## config.mk

```make
export PLATFORM = sky130hd
export DESIGN_NAME = note_cmd_scheduler_flat
export DESIGN_NICKNAME = d
export VERILOG_FILES = /design/src/rtl/note_cmd_scheduler_pkg.sv /design/src/rtl/note_cmd_scheduler_if.sv /design/src/rtl/note_cmd_scheduler_fifo.sv /design/src/rtl/note_cmd_scheduler.sv /design/src/flat_wrapper.sv
export SDC_FILE = /design/constraint.sdc
export NUM_CORES = 1
export LEC_CHECK = 0
export ABC_AREA = 0
export CAP_MARGIN = 15
export CORE_MARGIN = 2
export CORE_UTILIZATION = 50
export DETAILED_ROUTE_END_ITERATION = 12
export GPL_ROUTABILITY_DRIVEN = 0
export HOLD_SLACK_MARGIN = 0.05
export PLACE_DENSITY = 0.81
export SKIP_CTS_REPAIR_TIMING = 1
export SLEW_MARGIN = 20
export SYNTH_ARGS = -nofsm -noshare
export SYNTH_HDL_FRONTEND = slang
export SYNTH_SLANG_ARGS = --single-unit
export TNS_END_PERCENT = 50
```

## constraint.sdc

```tcl
create_clock -name clk -period 3.6 [get_ports clk]
set_clock_uncertainty 0.05 [all_clocks]
set_input_delay 0.36 -clock clk [delete_from_list [all_inputs] [get_ports clk]]
set_output_delay 0.36 -clock clk [all_outputs]
set_load 0.05 [all_outputs]
```

## src/rtl/note_cmd_scheduler_pkg.sv

```systemverilog
// Shared definitions for the note command scheduler.
// Contents: Avalon register addresses, CTRL/STATUS bit positions and the FSM state type.
package note_cmd_scheduler_pkg;

  // Register map (word addresses on avs_s0_address)
  localparam logic [1:0] AddrCmd    = 2'd0;
  localparam logic [1:0] AddrStatus = 2'd1;
  localparam logic [1:0] AddrCtrl   = 2'd2;

  // CTRL write bits
  localparam int unsigned CtrlEnableBit = 0;
  localparam int unsigned CtrlFlushBit  = 1;
  localparam int unsigned CtrlClrOvfBit = 2;

  // STATUS read bits; [7:0] occupancy, [31:16] issued-command count
  localparam int unsigned StatEmptyBit = 8;
  localparam int unsigned StatFullBit  = 9;
  localparam int unsigned StatOvfBit   = 10;
  localparam int unsigned StatBusyBit  = 11;

  typedef enum logic [1:0] {
    StIdle,
    StIssue,
    StHold
  } sched_state_e;

endpackage

```

## src/rtl/note_cmd_scheduler_if.sv

```systemverilog
// Avalon-MM slave bus of the note command scheduler.
// Signals: avs_s0_address (2), avs_s0_write, avs_s0_read, avs_s0_writedata (32),
//          avs_s0_readdata (32, readLatency=1).
// Modports: master (HPS side / bench), slave (scheduler).
interface note_cmd_scheduler_if;
  logic [1:0]  avs_s0_address;
  logic        avs_s0_write;
  logic        avs_s0_read;
  logic [31:0] avs_s0_writedata;
  logic [31:0] avs_s0_readdata;

  modport master (
    output avs_s0_address,
    output avs_s0_write,
    output avs_s0_read,
    output avs_s0_writedata,
    input  avs_s0_readdata
  );

  modport slave (
    input  avs_s0_address,
    input  avs_s0_write,
    input  avs_s0_read,
    input  avs_s0_writedata,
    output avs_s0_readdata
  );
endinterface

```

## src/rtl/note_cmd_scheduler_fifo.sv

```systemverilog
// Synchronous show-ahead FIFO for command words.
// Ports:
//   clk, n_rst      clock, synchronous active-low reset
//   flush           empties the FIFO; overrides push and pop in the same cycle
//   push, push_data write a word (caller only pushes when !full or popping)
//   pop             drop the head word (ignored when empty)
//   head            current head word, valid whenever !empty
//   count/full/empty occupancy flags
module note_cmd_scheduler_fifo #(
  parameter int unsigned Width = 16,
  parameter int unsigned Depth = 8
) (
  input  logic                     clk,
  input  logic                     n_rst,
  input  logic                     flush,
  input  logic                     push,
  input  logic [Width-1:0]         push_data,
  input  logic                     pop,
  output logic [Width-1:0]         head,
  output logic [$clog2(Depth):0]   count,
  output logic                     full,
  output logic                     empty
);

  localparam int unsigned AddrW = $clog2(Depth);

  logic [Width-1:0] mem [Depth];
  logic [AddrW-1:0] wr_ptr_q, rd_ptr_q;
  logic [AddrW:0]   count_q;
  logic             do_push, do_pop;

  assign do_push = push && !flush;
  assign do_pop  = pop && !empty && !flush;

  assign head  = mem[rd_ptr_q];
  assign count = count_q;
  assign empty = (count_q == '0);
  assign full  = (count_q == (AddrW + 1)'(Depth));

  // Storage carries no reset; only the pointers define validity.
  always_ff @(posedge clk) begin
    if (do_push) begin
      mem[wr_ptr_q] <= push_data;
    end
  end

  always_ff @(posedge clk) begin
    if (!n_rst || flush) begin
      wr_ptr_q <= '0;
      rd_ptr_q <= '0;
      count_q  <= '0;
    end else begin
      if (do_push) wr_ptr_q <= wr_ptr_q + 1'b1;
      if (do_pop)  rd_ptr_q <= rd_ptr_q + 1'b1;
      count_q <= count_q + (AddrW + 1)'(do_push) - (AddrW + 1)'(do_pop);
    end
  end

endmodule

```

## src/rtl/note_cmd_scheduler.sv

```systemverilog
// Avalon-MM command front-end: buffers note/one-shot words from the HPS and issues them to
// bank_manager_p one at a time as single-cycle pulses separated by a hold-off gap. Issue stalls
// while i_gen_clk_en is low so no command is lost or merged.
// Ports:
//   clk, n_rst     clock, synchronous active-low reset
//   avs            Avalon slave: addr 0 CMD push (W), 1 STATUS (R), 2 CTRL (W)
//   i_gen_clk_en   generator enable; 0 means the sample FIFO is full
//   o_cmd          issued command word, 0 when not valid
//   o_cmd_valid    one-cycle pulse qualifying o_cmd
//   o_overflow     sticky: a CMD push was dropped because the FIFO was full
module note_cmd_scheduler
  import note_cmd_scheduler_pkg::*;
#(
  parameter int unsigned CMD_W          = 16,
  parameter int unsigned CMD_DEPTH      = 8,
  parameter int unsigned HOLDOFF_CYCLES = 4
) (
  input  logic                   clk,
  input  logic                   n_rst,
  note_cmd_scheduler_if.slave    avs,
  input  logic                   i_gen_clk_en,
  output logic [CMD_W-1:0]       o_cmd,
  output logic                   o_cmd_valid,
  output logic                   o_overflow
);

  localparam int unsigned CntW = $clog2(CMD_DEPTH) + 1;
  // The decision cycle spent in IDLE counts as one of the hold-off cycles, so HOLD itself lasts
  // HOLDOFF_CYCLES-1 enabled cycles (at least one, since ISSUE always enters HOLD).
  localparam int unsigned HoldLast = (HOLDOFF_CYCLES > 1) ? HOLDOFF_CYCLES - 2 : 0;
  localparam int unsigned HoldW    = (HoldLast > 0) ? $clog2(HoldLast + 1) : 1;

  sched_state_e     state_q;
  logic [HoldW-1:0] hold_q;
  logic [15:0]      issued_q;
  logic             enable_q;
  logic             overflow_q;
  logic [31:0]      readdata_q;
  logic [CMD_W-1:0] cmd_q;
  logic             cmd_valid_q;

  logic             cmd_wr, ctrl_wr, flush, push_req, push_ok, drop, pop;
  logic [CMD_W-1:0] fifo_head;
  logic [CntW-1:0]  fifo_count;
  logic             fifo_full, fifo_empty;
  logic [31:0]      status;
  logic             unused_wdata;

  assign unused_wdata = ^avs.avs_s0_writedata[31:CMD_W];

  // Bus decode
  assign cmd_wr   = avs.avs_s0_write && (avs.avs_s0_address == AddrCmd);
  assign ctrl_wr  = avs.avs_s0_write && (avs.avs_s0_address == AddrCtrl);
  assign flush    = ctrl_wr && avs.avs_s0_writedata[CtrlFlushBit];
  assign push_req = cmd_wr && (avs.avs_s0_writedata[CMD_W-1:0] != '0);

  // A flush in IDLE also suppresses the pop so no word escapes a flush.
  assign pop     = (state_q == StIdle) && enable_q && !fifo_empty && i_gen_clk_en && !flush;
  assign push_ok = push_req && !flush && (!fifo_full || pop);
  assign drop    = push_req && !flush && fifo_full && !pop;

  note_cmd_scheduler_fifo #(
    .Width (CMD_W),
    .Depth (CMD_DEPTH)
  ) u_fifo (
    .clk       (clk),
    .n_rst     (n_rst),
    .flush     (flush),
    .push      (push_ok),
    .push_data (avs.avs_s0_writedata[CMD_W-1:0]),
    .pop       (pop),
    .head      (fifo_head),
    .count     (fifo_count),
    .full      (fifo_full),
    .empty     (fifo_empty)
  );

  // Issue FSM with registered command outputs
  always_ff @(posedge clk) begin
    if (!n_rst) begin
      state_q     <= StIdle;
      hold_q      <= '0;
      issued_q    <= '0;
      cmd_q       <= '0;
      cmd_valid_q <= 1'b0;
    end else begin
      unique case (state_q)
        StIdle: begin
          if (pop) begin
            state_q     <= StIssue;
            cmd_q       <= fifo_head;
            cmd_valid_q <= 1'b1;
            issued_q    <= issued_q + 16'd1;
          end
        end
        StIssue: begin
          state_q     <= StHold;
          hold_q      <= '0;
          cmd_q       <= '0;
          cmd_valid_q <= 1'b0;
        end
        StHold: begin
          // Counter freezes while the generator is stalled.
          if (i_gen_clk_en) begin
            if (hold_q == HoldW'(HoldLast)) begin
              state_q <= StIdle;
            end else begin
              hold_q <= hold_q + 1'b1;
            end
          end
        end
        default: state_q <= StIdle;
      endcase
    end
  end

  always_comb begin
    status               = '0;
    status[7:0]          = 8'(fifo_count);
    status[StatEmptyBit] = fifo_empty;
    status[StatFullBit]  = fifo_full;
    status[StatOvfBit]   = overflow_q;
    status[StatBusyBit]  = (state_q != StIdle);
    status[31:16]        = issued_q;
  end

  // Control register, sticky overflow and registered read data
  always_ff @(posedge clk) begin
    if (!n_rst) begin
      enable_q   <= 1'b1;
      overflow_q <= 1'b0;
      readdata_q <= '0;
    end else begin
      if (ctrl_wr) enable_q <= avs.avs_s0_writedata[CtrlEnableBit];
      if (drop) begin
        overflow_q <= 1'b1;
      end else if (ctrl_wr && avs.avs_s0_writedata[CtrlClrOvfBit]) begin
        overflow_q <= 1'b0;
      end
      readdata_q <= (avs.avs_s0_read && (avs.avs_s0_address == AddrStatus)) ? status : '0;
    end
  end

  assign avs.avs_s0_readdata = readdata_q;
  assign o_cmd               = cmd_q;
  assign o_cmd_valid         = cmd_valid_q;
  assign o_overflow          = overflow_q;

endmodule

```

## src/flat_wrapper.sv

```systemverilog
// flat-port wrapper written by rule: the top's interface ports become plain ports
module note_cmd_scheduler_flat import note_cmd_scheduler_pkg::*;
#(
  parameter int unsigned CMD_W          = 16,
  parameter int unsigned CMD_DEPTH      = 8,
  parameter int unsigned HOLDOFF_CYCLES = 4
)
  (clk, n_rst, i_gen_clk_en, o_cmd, o_cmd_valid, o_overflow, avs_avs_s0_address, avs_avs_s0_write, avs_avs_s0_read, avs_avs_s0_writedata, avs_avs_s0_readdata);
  note_cmd_scheduler_if avs_i ();
  input  logic clk;
  input  logic n_rst;
  input  logic i_gen_clk_en;
  output logic [CMD_W-1:0] o_cmd;
  output logic o_cmd_valid;
  output logic o_overflow;
  input wire logic [$bits(avs_i.avs_s0_address)-1:0] avs_avs_s0_address;
  input wire logic [$bits(avs_i.avs_s0_write)-1:0] avs_avs_s0_write;
  input wire logic [$bits(avs_i.avs_s0_read)-1:0] avs_avs_s0_read;
  input wire logic [$bits(avs_i.avs_s0_writedata)-1:0] avs_avs_s0_writedata;
  output wire logic [$bits(avs_i.avs_s0_readdata)-1:0] avs_avs_s0_readdata;
  assign avs_i.avs_s0_address = avs_avs_s0_address;
  assign avs_i.avs_s0_write = avs_avs_s0_write;
  assign avs_i.avs_s0_read = avs_avs_s0_read;
  assign avs_i.avs_s0_writedata = avs_avs_s0_writedata;
  assign avs_avs_s0_readdata = avs_i.avs_s0_readdata;
  note_cmd_scheduler #(.CMD_W(CMD_W), .CMD_DEPTH(CMD_DEPTH), .HOLDOFF_CYCLES(HOLDOFF_CYCLES)) u_core (.clk(clk), .n_rst(n_rst), .avs(avs_i), .i_gen_clk_en(i_gen_clk_en), .o_cmd(o_cmd), .o_cmd_valid(o_cmd_valid), .o_overflow(o_overflow));
endmodule
```

* Word-level counts from Yosys, hierarchy flattened *
Memory sizes are Yosys's and may differ from the RTL's. A register that Yosys moved wholly into a read port is not among the register bits.
Index checks and enable logic that the tools add are counted.

operators by class
  reduce and logical (&&, ||, !) cells = 37
  multiplexer cells = 17
  $add $sub $neg = 6
  eq/ne operators = 10

operators by type and width
  operator               count
  $pmux 16 s2            1
  $logic_and 1x1->1      17
  $add 16x1->16 const B  1
  $mux 16                1
  $reduce_bool 16->1     1
  $mux 2                 5
  $reduce_bool 2->1      4
  $add 3x1->3 const B    2
  $eq 2x2->1 const B     3
  $mux 3                 2
  $pmux 2 s3             1
  $reduce_and 2->1       3
  $reduce_and 3->1       2
  $logic_not 1->1        5
  $mux 1                 5
  $add 4x1->4            1
  $eq 2x1->1 const B     2
  $eq 4x4->1 const B     1
  $logic_not 2->1        2
  $logic_not 4->1        1
  $ne 2x1->1 const B     2
  $ne 2x2->1 const B     2
  $pmux 2 s2             1
  $sub 4x1->4            1
  other kinds (3)        4

storage, ports and cells
  register bits = 81
  memories = 1
  word-level logic and storage cells = 83
  input bits = 39
  bits in writable memories = 128
  output and inout port bits = 50

memory list
  name               words  width  read ports  clocked after Yosys merged registers in  write ports  line                           source
  u_core.u_fifo.mem  8      16     1           1                                        1            note_cmd_scheduler_fifo.sv:27  logic [Width-1:0] mem [Depth];

* Longest topological paths before layout *
Gate-level depths: netlist (run 1).

  depth in word-level cells = 10
  gate-level depth with buffers = 14
  gate-level depth less buffers = 12

* Hierarchy *
Synthesis (run 1) repeated with hierarchy kept, for this count alone.

unflattened totals
  cells, all modules = 497
  area, all modules = 7,942.6 um2

by module, submodules not included
  module                   area an instance (um2)  instances  sequential area each (um2)  cells each
  note_cmd_scheduler_fifo  5,584.1                 1          4,103.9                     261
  note_cmd_scheduler       2,358.5                 1          1,261.2                     236

* Least setup slack after synthesis (run 1) *
No wires, ideal clock.

  kind = register to register
  from = reg u_core.u_fifo.count_q[2] (netlist: u_core.u_fifo.count[2])
  to = mem u_core.u_fifo.mem[2][0], enable pin
  arrival = 2.971 ns
  setup slack = 0.143 ns
  stages on the path, launching flop included = 8
  library setup time = 0.436 ns
  path buffers = 1
  clock period less this slack = 3.457 ns
  required time = 3.114 ns
  cell sequence = dfxtp_1 -> inv_1 -> ha_1 -> or3b_1 -> buf_6 -> a21oi_2 -> or3_1 -> nor4b_1

on the way
  word-level cells in the longest chain between the ends = 10
  elaborated cells on any way between the ends = 12
  classes of those cells = 1 x eq/ne; 2 x mux; 9 x reduce/logical

RTL lines
  element                           line                           source
  from (decl)                       note_cmd_scheduler_fifo.sv:29  logic [AddrW:0] count_q;
  from (signal assigned)            note_cmd_scheduler_fifo.sv:55  count_q <= count_q + (AddrW + 1)'(do_push) - (AddrW + 1)'(do_pop);
  $logic_not 4->1                   note_cmd_scheduler_fifo.sv:37  assign empty = (count_q == '0);
  $logic_not 1->1                   note_cmd_scheduler.sv:58       assign pop = (state_q == StIdle) && enable_q && !fifo_empty && i_gen_clk_en && !flush;
  $logic_and 1x1->1 (3 in series)   note_cmd_scheduler.sv:58
  $logic_or 1x1->1 (*)              note_cmd_scheduler.sv:59       assign push_ok = push_req && !flush && (!fifo_full || pop);
  $logic_and 1x1->1 (*)             note_cmd_scheduler.sv:59
  $logic_and 1x1->1 (*)             note_cmd_scheduler_fifo.sv:32  assign do_push = push && !flush;
  $mux 1 (*)                        note_cmd_scheduler_fifo.sv:42  if (do_push) begin
  $mux 1 (not written as such) (*)  note_cmd_scheduler_fifo.sv:43  mem[wr_ptr_q] <= push_data;
  to (decl)                         note_cmd_scheduler_fifo.sv:27

Every way passes the cells marked *; elsewhere a longest branch is shown, timed or not.

* Worst setup path after layout (run 1) *
  from = reg u_core.u_fifo.count_q[2] (netlist: u_core.u_fifo.count[2])
  to = reg u_core.u_fifo.count_q[2] (netlist: u_core.u_fifo.count[2])

on the way
  elaborated cells on any way between the ends = 14
  classes of those cells = 2 x add/sub; 1 x eq/ne; 11 x reduce/logical

RTL lines
  element                              line                                                     source
  $logic_not 4->1 (*)                  note_cmd_scheduler_fifo.sv:37
  $logic_not 1->1 (*)                  note_cmd_scheduler_fifo.sv:33, note_cmd_scheduler.sv:58
  $logic_and 1x1->1 (3 in series)      note_cmd_scheduler.sv:58
  $logic_and 1x1->1 (*) (2 in series)  note_cmd_scheduler_fifo.sv:33                            assign do_pop = pop && !empty && !flush;
  named net u_core.u_fifo.do_pop       note_cmd_scheduler_fifo.sv:30                            logic do_push, do_pop;
  $sub 4x1->4 (*)                      note_cmd_scheduler_fifo.sv:55

Mark *: on every way through the listed nets, which the timed path passes. The rest lies on a longest branch.
A chain may end at the register's enable or synchronous reset.

==> out/summary.md, run 1 <==
The flow ran to the end, and the final reports show no timing, DRC or antenna violations. Required time of the critical path: 3910 ps. The number of levels in the clock H-tree is 1. The critical path starts at u_core.u_fifo.count[2]$_SDFF_PP0_.

In this run the power density over the cells is 646.4 nW/um^2. For the clock latency at the later pin of the worst-skew pair, the log shows 490 ps. The total area inside the core boundary comes to 15,710 um^2. The actual slew at the worst max-slew pin works out to 855.2 ps. The count of endpoints failing setup in the final report is 0, and the site row count is 46.

The run gives 0 as the max-slew violation count. For the gate count after technology mapping, the log shows 498. The number of diodes is 0, and the final number of hold-violating endpoints is 0. Clock-pin slew was measured on the worst setup and hold paths at 60 ps. The finished cells cover 9578 um^2. The share of async-settable or async-resettable flops after synthesis works out to 0. The worst setup path is captured at a register. For this run, the number of Yosys warnings is 0. The routed wirelength normalized by instance count is 19.94 um.

Summing over every cut layer, the via total after detailed routing is 4,509. The average cell area after synthesis was 15.95 um^2; the total negative setup slack was 0 ps. The cell taking the most area after synthesis was sky130_fd_sc_hd__edfxtp_1. The final worst-path cycle share was 0.7584; the detailed placement HPWL was 9728 um.

TritonCTS built the clock tree. Wire length of the first global-routing pass: 25,320 um. The die is 130.1 um tall. For the total leakage power, the log shows 0.003161 uW. The full die area was 16,910 um^2. The class of the tightest hold or removal check was reg -> reg. The maximum vdd drop is 352.1 uV, and the count of flip-flops with a built-in enable after synthesis is 128.

The share of the synthesized area in the top cell type is 0.4838. The die is 130.1 um wide. The fraction of the yosys area taken by sequential cells is 0.6753, and the detail-routed via count per cell is 5.580. Measured in cells, the most critical reg-to-reg path has a length of 12. The logs give 0 for the remaining routing DRC violations and 8853 um^2 for the standard cell area after detailed placement. The logs give 33 for the maximum number of pins on one net before global-route repair and 21 for the clock buffer count from CTS.

The critical path in this run is classified as reg -> reg. Across all register-to-register paths, the minimum setup slack is 870 ps. Of all nets on the critical path, the largest fanout is 12.

The post-synthesis register bit count works out to 204. Clock tree synthesis selected as its root buffer the cell sky130_fd_sc_hd__clkbuf_16. For this design the top-level I/O count stands at 89. The number of global-route vias before repair is 4,702.

The final critical path time including I/O delays and setup works out to 2730 ps. The detailed router finished its first iteration with 309 violations. The layout net count was 627; the final global-route overflow total was 0. Max-capacitance violation count: 0. By area the synthesized netlist is led by sky130_fd_sc_hd__edfxtp_1 48%, sky130_fd_sc_hd__dfxtp_1 19%, sky130_fd_sc_hd__mux4_2 9.1%.

Once detail routing completed, the nets flagged for antenna violations numbered 0. STA puts the critical path data arrival time at 3040 ps. The tools report the summed instance area of the synthesized netlist as 7945 um^2. The maximum buffer depth of the clock tree came out at 3. The run gives 52 as the number of unique standard cell types used by synthesis. The type of origin of the critical path was a register. The run gives 0.1977 as the overall track demand over capacity in global routing.

Setup repair after global routing left no endpoint under its margin. The first TritonRoute pass finished after 5 iterations. The top achievable clock speed was 366.2 MHz; the share of final-layout standard cells stronger than drive strength 1 was 0.1858.

The most used flip-flop cell after synthesis is sky130_fd_sc_hd__edfxtp_1. The tools report the end of the worst register-to-register path as u_core.u_fifo.count[2]$_SDFF_PP0_. For the effective utilization at floorplan, the log shows 0.5057. Max-slew headroom at the worst pin: 0.4299. The tools report the total clock sinks as 204. The startpoint identified for the worst register-to-register timing path is u_core.u_fifo.count[2]$_SDFF_PP0_. From synthesis to final layout, the design area changed by 20.55%. The run gives 1,153 as the number of fill cells in the layout. The critical path ends at u_core.u_fifo.count[2]$_SDFF_PP0_. Summed over all layers, the routed wires come to 16,110 um. The number of antenna violations at the first check in global routing is 0, and the number of buffer cells added on primary ports is 64.
## cell usage after synthesis, types with 6 or more instances
cell type and instances:
sky130_fd_sc_hd__nand2_1 22, sky130_fd_sc_hd__nor4_1 13, sky130_fd_sc_hd__mux4_2 32, sky130_fd_sc_hd__nor2_1 10, sky130_fd_sc_hd__clkbuf_1 13, sky130_fd_sc_hd__mux2i_1 26
sky130_fd_sc_hd__edfxtp_1 128, sky130_fd_sc_hd__dfxtp_1 76, sky130_fd_sc_hd__o31ai_1 6, sky130_fd_sc_hd__ha_1 10, sky130_fd_sc_hd__inv_1 16, sky130_fd_sc_hd__nand2b_1 6
sky130_fd_sc_hd__and2_1 22, sky130_fd_sc_hd__a21oi_1 14, sky130_fd_sc_hd__nand3_1 11, sky130_fd_sc_hd__buf_4 10, sky130_fd_sc_hd__o2bb2ai_2 10
## report_power, final
group	leakage, uW	switching, uW	internal, uW
clock	0.000354	873	1380
combinational	0.00104	674	522
sequential	0.00177	135	2600
## worst max-delay path, stage by stage, from the launching register on
cell and delay [ps]:
sky130_fd_sc_hd__dfxtp_1 310, sky130_fd_sc_hd__inv_1 100, sky130_fd_sc_hd__ha_1 140, sky130_fd_sc_hd__or3b_1 510, sky130_fd_sc_hd__nand3_2 280, sky130_fd_sc_hd__inv_1 100, sky130_fd_sc_hd__ha_1 280, sky130_fd_sc_hd__inv_1 60
sky130_fd_sc_hd__ha_1 160, sky130_fd_sc_hd__inv_1 50, sky130_fd_sc_hd__fa_1 370, sky130_fd_sc_hd__xor2_1 150, sky130_fd_sc_hd__nor2_1 60
## registers in the layout (all words and copies together) (netlist names), named ones only
signal and cells:
u_core.u_fifo.count 4, u_core.avs.avs_s0_readdata 24, u_core.hold_q 2, u_core.u_fifo.rd_ptr_q 3, u_core.o_cmd 16, u_core.state_q 2, u_core.enable_q 1, u_core.issued_q 16
u_core.o_overflow 1, u_core.u_fifo.wr_ptr_q 3, u_core.o_cmd_valid 1, u_core.u_fifo.mem 128
## placed cells by master (no fill, tap or decap), types with 3 or more instances in the layout
master                            Yosys  layout
sky130_fd_sc_hd__edfxtp_1           128     128
sky130_fd_sc_hd__dfxtp_1             76      73
sky130_fd_sc_hd__clkdlybuf4s50_1      0      64
sky130_fd_sc_hd__mux4_2              32      32
sky130_fd_sc_hd__mux2i_1             26      26
sky130_fd_sc_hd__nand2_1             22      22
sky130_fd_sc_hd__and2_1              22      22
sky130_fd_sc_hd__clkbuf_16            0      21
sky130_fd_sc_hd__buf_4               10      17
sky130_fd_sc_hd__inv_1               16      16
sky130_fd_sc_hd__a21oi_1             14      14
sky130_fd_sc_hd__nand3_1             11      11
sky130_fd_sc_hd__o2bb2ai_2           10      10
sky130_fd_sc_hd__nor2_1              10      10
sky130_fd_sc_hd__ha_1                10      10
sky130_fd_sc_hd__nor4_1              13       9
sky130_fd_sc_hd__conb_1               1       8
sky130_fd_sc_hd__nand2b_1             6       6
sky130_fd_sc_hd__o31ai_1              6       6
sky130_fd_sc_hd__or4_1                5       5
sky130_fd_sc_hd__o21ai_0              5       5
sky130_fd_sc_hd__o2bb2ai_1            5       5
sky130_fd_sc_hd__or3_1                4       4
sky130_fd_sc_hd__nor4_2               0       4
sky130_fd_sc_hd__nand4_1              4       4
sky130_fd_sc_hd__clkinv_2             0       4
sky130_fd_sc_hd__bufinv_16            0       4
sky130_fd_sc_hd__and4_1               3       3
sky130_fd_sc_hd__xnor2_1              3       3
sky130_fd_sc_hd__xor2_1               3       3
sky130_fd_sc_hd__dfxtp_2              0       3
sky130_fd_sc_hd__clkbuf_1            13       3
## layout make-up
cell class,instances,area [um^2],area share
clock buffers,25,550.5,0.05748
clock inverters,13,172.7,0.01803
inverters,16,60.06,0.006270
multi-input cells,253,2387,0.2492
flip-flops and latches,204,5369,0.5605
well taps,216,270.3,0.02822
repair buffers,81,768.2,0.08021
## stage by stage
stage | power [uW] | std cells | utilization | setup slack, ps | hold WS, ps
floorplan | 3713 | 505 | - | 143.1 | 379.8
global placement | 3951 | 770 | 0.5635 | 480.6 | 395.7
detailed placement | 3994 | 770 | 0.5635 | 405.7 | 406.5
CTS | 6248 | 808 | 0.6095 | 870.0 | 423.9
global route | 6439 | 808 | 0.6096 | 688.4 | 432.7
finish | 6191 | 808 | 0.6096 | 869.6 | 420.9
## worst min-delay path by stage
stage / from / to / slack (ps) / depth (start not counted)
5_1_grt: u_core.o_cmd[11]$_SDFFE_PN0P_ / u_core.o_cmd[11]$_SDFFE_PN0P_ / 430 / 1
2_1_floorplan: u_core.u_fifo.count[2]$_SDFF_PP0_ / u_core.avs.avs_s0_readdata[2]$_SDFF_PN0_ / 380 / 1
6_report: u_core.o_cmd[5]$_SDFFE_PN0P_ / u_core.o_cmd[5]$_SDFFE_PN0P_ / 420 / 1
4_1_cts: u_core.o_cmd[5]$_SDFFE_PN0P_ / u_core.o_cmd[5]$_SDFFE_PN0P_ / 420 / 1
3_3_place_gp: u_core.o_cmd[12]$_SDFFE_PN0P_ / u_core.o_cmd[12]$_SDFFE_PN0P_ / 400 / 1
3_5_place_dp: u_core.o_cmd[11]$_SDFFE_PN0P_ / u_core.o_cmd[11]$_SDFFE_PN0P_ / 410 / 1
## layer usage
metal  GRT usage  vias up  share of wire
met4     0.04870        0          0.015
met2      0.3523      140           0.51
met1      0.2497     2294           0.41
li1            -     2050              -
met3     0.03936       25          0.063
met5           0        -              0
## logic make-up after synthesis
group / Yosys count / synth area share
buffers and inverters: 48 / 0.03276
flip-flops: 204 / 0.6753
multiplexers: 58 / 0.1235
AO/OA/AOI/OAI: 48 / 0.05118
adder cells (fa/ha/maj): 11 / 0.01827
AND/OR/NAND/NOR: 122 / 0.09197
other: 1 / 0.0004720
XOR/XNOR: 6 / 0.006615
Note: power is estimated with default switching activity, not from simulation.
==> run 2, diff against run 1 <==
--- a/config.mk
+++ b/config.mk
@@ -12,7 +12,7 @@
 export DETAILED_ROUTE_END_ITERATION = 12
 export GPL_ROUTABILITY_DRIVEN = 0
 export HOLD_SLACK_MARGIN = 0.05
-export PLACE_DENSITY = 0.81
+export PLACE_DENSITY = 0.78
 export SKIP_CTS_REPAIR_TIMING = 1
 export SLEW_MARGIN = 20
 export SYNTH_ARGS = -nofsm -noshare
==> constraint.sdc (replaced) <==
create_clock -name clk -period 2.79 [get_ports clk]
set_clock_uncertainty 0.05 [all_clocks]
set_input_delay 0.279 -clock clk [delete_from_list [all_inputs] [get_ports clk]]
set_output_delay 0.279 -clock clk [all_outputs]
set_load 0.05 [all_outputs]
==> out/summary.md, run 2 (same netlist as run 1, synthesis figures left out) <==
Clock tree root driver cell: sky130_fd_sc_hd__clkbuf_16. The power density of the placed cells works out to 799.9 nW/um^2. Walking the worst path, the cells encountered are inv_1 -> ha_1 -> or3b_2 -> a21oi_2 -> or3_1 -> ha_1 -> inv_1 -> ha_1 -> inv_1 -> fa_1 -> xor2_1 -> nor2_1. The worst hold path belongs to the class reg -> reg. The largest individual stage delay along the critical path comes from the cell sky130_fd_sc_hd__or3b_2. The first global-routing pass estimated 25,670 um of wire. The run finished with clean final reports. The floorplan step set the die height to 130.1 um.

For the worst flop-to-flop path, the logic depth is 12. Setup violations remaining at the end of the flow were counted as 0. The clock latency at the later pin of the worst-skew pair came out at 480 ps. Counting the buffers created by CTS gives 20.

Once placement finished, the instance area stood at 9185 um^2. The run gives 0 as the remaining routing DRC violations. The final worst-path cycle share is 0.9287, and the final critical path time including I/O delays and setup is 2591 ps. For this block, the via count after detailed routing is 4,626. For the worst setup path, the data arrival time is 2910 ps. The largest single stage delay on the critical path is 490 ps.

Setup repair after global routing left no endpoint under its margin. For this run, the post-layout net count is 662. For the top achievable clock speed, the log shows 385.9 MHz. The number of fill cells in the layout was 1,105; the reported net switching power was 2134 uW. Type of destination of the critical path: a register. The final number of hold-violating endpoints was 0; the number of flip-flops under the largest register name was 128. The core region is 15,710 um^2.

The final core utilization was 0.6275. The final layout contains routed wiring with a total length of 16,510 um. The post-route standard cell area excluding fillers is 9859 um^2. The repair_antennas step left the layout with diodes totalling 0. In this run the tool buffered the top-level ports with 64 buffer cells. The actual slew at the worst max-slew pin was 536.1 ps.

The cell total after placement was 806; the area added between synthesis and finish was 24.09%. The max-slew violation count was 0; the max-slew headroom at the worst pin was 0.6415. The switching fraction of total power was 0.2705. The maximum number of pins on one net before global-route repair was 33; the number of standard cells in the final layout excluding fillers was 842. After clock tree synthesis, the clock-pin slew on the worst setup and hold paths is 60 ps. Clock tree synthesis found a total of 204 sinks. Measured along the x axis, the die boundary spans 130.1 um. The detail-routed via count per cell was 5.494; the maximum vdd drop was 539.0 uV. Summed over all nets, the half-perimeter wirelength after detailed placement is 10,560 um. u_core.u_fifo.mem holds more flip-flops than any other register. The run gives 5753 uW as the total internal power. The library cells used most frequently in the layout, excluding fill and tap cells, are 128 x sky130_fd_sc_hd__edfxtp_1, 75 x sky130_fd_sc_hd__dfxtp_1, 64 x sky130_fd_sc_hd__clkdlybuf4s50_1, 48 x sky130_fd_sc_hd__buf_4, 32 x sky130_fd_sc_hd__mux4_2. Row generation in the floorplan step produced 46 rows. The share of final-layout standard cells stronger than drive strength 1 is 0.2268.

The detail route stage leaves a number of antenna-violating nets equal to 0. The first TritonRoute pass finished after 5 iterations. The final global-route overflow total is 0, and the starting DRC count in detailed routing is 256.

For the number of global-route vias before repair, the log shows 4,825. The tools report the effective utilization at floorplan as 0.5057. Data on the critical path is required at its endpoint by 3110 ps. The combinational fraction of design power was 0.219. STA classifies the critical path startpoint as a register. Across the run, the number of max-cap violations was 0. The largest fanout on the critical path is 3. The routed wirelength normalized by instance count is 19.61 um.

TritonCTS built the clock tree. The tools report the part of the power in the clock network as 0.341. The depth of the worst hold-timing path was 1. In this run the static leakage power is 0.003341 uW. 89 I/O pins were placed.

The number of levels in the clock H-tree came out at 1. The most common library cell in the layout ignoring fill and taps is sky130_fd_sc_hd__edfxtp_1. The worst setup path is of the reg -> reg kind. The clock passes through at most 3 buffers. The number of antenna violations at the first check in global routing was 0; the overall track demand over capacity in global routing was 0.1991. The floorplan step defined a die boundary enclosing 16,910 um^2. The tools report the sequential fraction of design power as 0.440.
run 2: critical path: cells and delay by family (launching register included):
kind / cells / cell delay (ps)
fa+ha+maj: 4 / 890
simple gates: 3 / 700
flops: 1 / 310
buf+inv: 3 / 210
compound gates: 1 / 160
xor+xnor: 1 / 150
run 2: path summary, 6_finish.rpt:
path                                            end  slack [ps]                         startpoint
setup / recovery  u_core.u_fifo.count[2]$_SDFF_PP0_         200  u_core.u_fifo.count[2]$_SDFF_PP0_
hold reg to reg        u_core.o_cmd[9]$_SDFFE_PN0P_         410       u_core.o_cmd[9]$_SDFFE_PN0P_
setup reg to reg  u_core.u_fifo.count[2]$_SDFF_PP0_         200  u_core.u_fifo.count[2]$_SDFF_PP0_
hold / removal         u_core.o_cmd[9]$_SDFFE_PN0P_         410       u_core.o_cmd[9]$_SDFFE_PN0P_
run 2: area by class of cell:
type                       instances  area (um^2)  area share
sequential                       204         5366      0.5443
clock inverter                     6        53.80    0.005457
tap                              216        270.3     0.02741
multi-input combinational        253         2387      0.2421
timing repair buffer             117         1101      0.1117
clock buffer                      30        620.6     0.06294
inverter                          16        60.06    0.006091
run 2: routing by layer:
layer	vias up	global-route usage	routed length, um
li1	2123	-	-
met1	2333	0.2456	6601
met2	147	0.3576	8641
met3	23	0.04469	984
met4	0	0.04870	285
met5	-	0	0
run 2: power groups by stage:
stage                     logic, uW  registers [uW]  clock network (uW)
after floorplan                1040            3760                   0
after global placement         1690            3530                   0
after detailed placement       1740            3540                   0
after CTS                      1750            3470                2740
after global routing           1860            3490                2840
final                          1730            3470                2690
run 2: stage by stage:
step	setup slack [ps]	total power (uW)	TNS (ps)	hold WS, ps
finish	198.8	7887	0	412.0
global route	33.17	8197	0	428.3
CTS	174.2	7964	0	414.1
global placement	-263.6	5214	-2838	397.1
floorplan	-631.4	4791	-47370	327.9
detailed placement	-238.2	5271	-7136	402.4
==> run 3, diff against run 2 <==
--- a/config.mk
+++ b/config.mk
@@ -12,7 +12,7 @@
 export DETAILED_ROUTE_END_ITERATION = 12
 export GPL_ROUTABILITY_DRIVEN = 0
 export HOLD_SLACK_MARGIN = 0.05
-export PLACE_DENSITY = 0.78
+export PLACE_DENSITY = 0.77
 export SKIP_CTS_REPAIR_TIMING = 1
 export SLEW_MARGIN = 20
 export SYNTH_ARGS = -nofsm -noshare
==> out/summary.md, run 3 (same netlist as run 1, synthesis figures left out) <==
The signal on the critical path passes through inv_1 -> ha_1 -> or3b_2 -> a21oi_2 -> or3_1 -> ha_1 -> inv_1 -> ha_1 -> inv_1 -> fa_1 -> xor2_1 -> nor2_1. The post-CTS clock slew at the launch and capture registers of the worst setup and hold paths works out to 60 ps. The count of buffer and inverter cells on the critical path was 3. Summing all multi-input logic gate instances after layout gives 2387 um^2. The logs give 9843 um^2 for the post-route standard cell area excluding fillers and 25,490 um for the wire length of the first global-routing pass. The run gives 0 as the max-slew violation count. The count of buffers added on input and output ports is 64. Buffers inserted during clock tree synthesis total 22. At the worst endpoint, the required time is 3100 ps. The tools report the reg-to-reg startpoint as u_core.u_fifo.count[2]$_SDFF_PP0_.

The length of routed met2 wiring was 8537 um. Type of origin of the critical path: a register. In this run the core area contains 46 standard-cell rows. In this run the static leakage power is 0.003329 uW. The starting DRC count in detailed routing was 259; the number of flip-flops under the largest register name was 128. TritonCTS built the clock tree. Setup repair after global routing left no endpoint under its margin.

The run gives 0.5398 as the max-slew headroom at the worst pin. The run gives 0 as the number of antenna violations at the first check in global routing. The run gives 505.8 uV as the maximum vdd drop.

Static timing analysis puts the maximum clock frequency at 391.4 MHz. Pin placement for this block handled 89 I/O pins. The share of final-layout standard cells stronger than drive strength 1 is 0.2229, and the final critical path time including I/O delays and setup is 2555 ps.

Counting along the longest clock path gives a buffer depth of 3. In the layout the commonest cells are 128 x sky130_fd_sc_hd__edfxtp_1, 75 x sky130_fd_sc_hd__dfxtp_1, 64 x sky130_fd_sc_hd__clkdlybuf4s50_1, 49 x sky130_fd_sc_hd__buf_4, 32 x sky130_fd_sc_hd__mux4_2. The final setup slack of the worst path was 235.0 ps; the final global-route overflow total was 0. In this run the clock root is driven by a sky130_fd_sc_hd__clkbuf_16. The sequential cells in the finished layout cover a total of 5366 um^2.

For the post-route total power, the log shows 7923 uW. Number of stages on the worst setup path: 12. The run finished with clean final reports. The final core utilization was 0.6265; the area added between synthesis and finish was 23.89%. The effective utilization at floorplan is 0.5057, and the final worst-path cycle share is 0.9158. The wire-length estimate of the detail-placed layout is 10,820 um.

The slowest stage of the critical path belongs to the cell sky130_fd_sc_hd__or3b_2. The worst stage delay on the critical path was 500 ps; the number of levels in the clock H-tree was 1. In the routed layout, each cell is associated on average with a via count of 5.451. After detailed routing, the number of remaining DRC violations is 0. Entering global routing, the biggest net connects 33 pins. The total clock sinks was 204; the length in cells of the worst reg-to-reg path was 12.

The worst register-to-register path ends at u_core.u_fifo.count[2]$_SDFF_PP0_. The tools report the launching instance or port of the critical path as u_core.u_fifo.count[2]$_SDFF_PP0_. The kind of cell with the highest combined delay along the critical path is adder cells. The largest fanout on the critical path came out at 3.

For the worst setup path, the data arrival time is 2870 ps. Routed wirelength normalized by instance count: 19.53 um. For the max-capacitance violation count, the log shows 0.

The depth of the worst hold-timing path is 1. Ranked by flip-flop count, first place goes to u_core.u_fifo.mem. The run gives 0 as the final number of hold-violating endpoints. The top layer reached by signal wires is met4. The tools report the count of TritonRoute iterations in the first routing pass as 4. Path type of the worst setup path: reg -> reg. The die width came out at 130.1 um. The layout net count is 663, and the internal reg-to-reg setup slack is 230 ps.

Number of global-route vias before repair: 4,779. Clock latency on the worst-skew pair, taken at its later pin, is 490 ps. Once detail routing completed, the nets flagged for antenna violations numbered 0.

The detailed router put a total of 6627 um of wire on met1. The worst setup path is captured at a register. The capturing element of the worst setup path was u_core.u_fifo.count[2]$_SDFF_PP0_.

The post-detailed-routing wire length was 16,490 um. The most common library cell in the layout ignoring fill and taps is sky130_fd_sc_hd__edfxtp_1. The number of fill cells in the layout is 1,142, and the standard cell area after detailed placement is 9153 um^2. For the pin with the worst max-slew slack, the measured transition is 689.8 ps.

For this design the ratio of total power to cell area is 804.9 nW/um^2. Summing over every cut layer, the via total after detailed routing is 4,601. Summed over all nets, wire length on met3 after detailed routing comes to 942 um. The total negative setup slack is 0 ps, and the worst slack at placement is -198.2 ps.

Count of endpoints failing setup in the final report: 0. The class of the tightest hold or removal check was in -> reg. For the overall track demand over capacity in global routing, the log shows 0.2000. The number of antenna diodes in the final layout is 0.

The die is 130.1 um tall. The die covers 16,910 um^2. The floorplan step defined a core boundary enclosing 15,710 um^2.
[run 3: area by class of cell]
type	count	area share
Clock buffer	32	0.06394
Clock inverter	7	0.006229
Inverter	16	0.006101
Multi-Input combinational cell	253	0.2425
Sequential cell	204	0.5452
Tap cell	216	0.02746
Timing Repair Buffer	116	0.1086
[run 3: report_power, final]
part / switching, uW / internal [uW]
Combinational: 915 / 751
Sequential: 152 / 3360
Clock: 1090 / 1650
Total: 2160 / 5760
[run 3: through the flow]
step / instances / hold slack, ps
2_1_floorplan: 505 / 327.9
3_3_place_gp: 805 / 398.6
3_5_place_dp: 805 / 403.9
4_1_cts: 844 / 356.2
5_1_grt: 844 / 363.4
6_report: 844 / 372.8
[run 3: worst register-to-register path, delay by kind of cell (launching register included)]
kind,cells,cell delay [ps]
compound gates,1,140
buf+inv,3,210
simple gates,3,690
fa+ha+maj,4,910
xor+xnor,1,140
flops,1,300
[run 3: per-layer routing]
layer	up-vias	GRT usage
met1	2307	0.2416
met2	137	0.3662
met3	23	0.04059
met5	-	0
li1	2134	-
met4	0	0.05313
[run 3: how the worst min path moves through the flow]
stage	startpoint	to	slack (ps)
3_5_place_dp	u_core.o_cmd[9]$_SDFFE_PN0P_	u_core.o_cmd[9]$_SDFFE_PN0P_	400
2_1_floorplan	avs_avs_s0_writedata[0]	u_core.u_fifo.mem[0][0]$_DFFE_PP_	330
4_1_cts	avs_avs_s0_writedata[9]	u_core.u_fifo.mem[2][9]$_DFFE_PP_	360
3_3_place_gp	u_core.o_cmd[12]$_SDFFE_PN0P_	u_core.o_cmd[12]$_SDFFE_PN0P_	400
6_report	avs_avs_s0_writedata[9]	u_core.u_fifo.mem[2][9]$_DFFE_PP_	370
5_1_grt	avs_avs_s0_writedata[9]	u_core.u_fifo.mem[2][9]$_DFFE_PP_	360
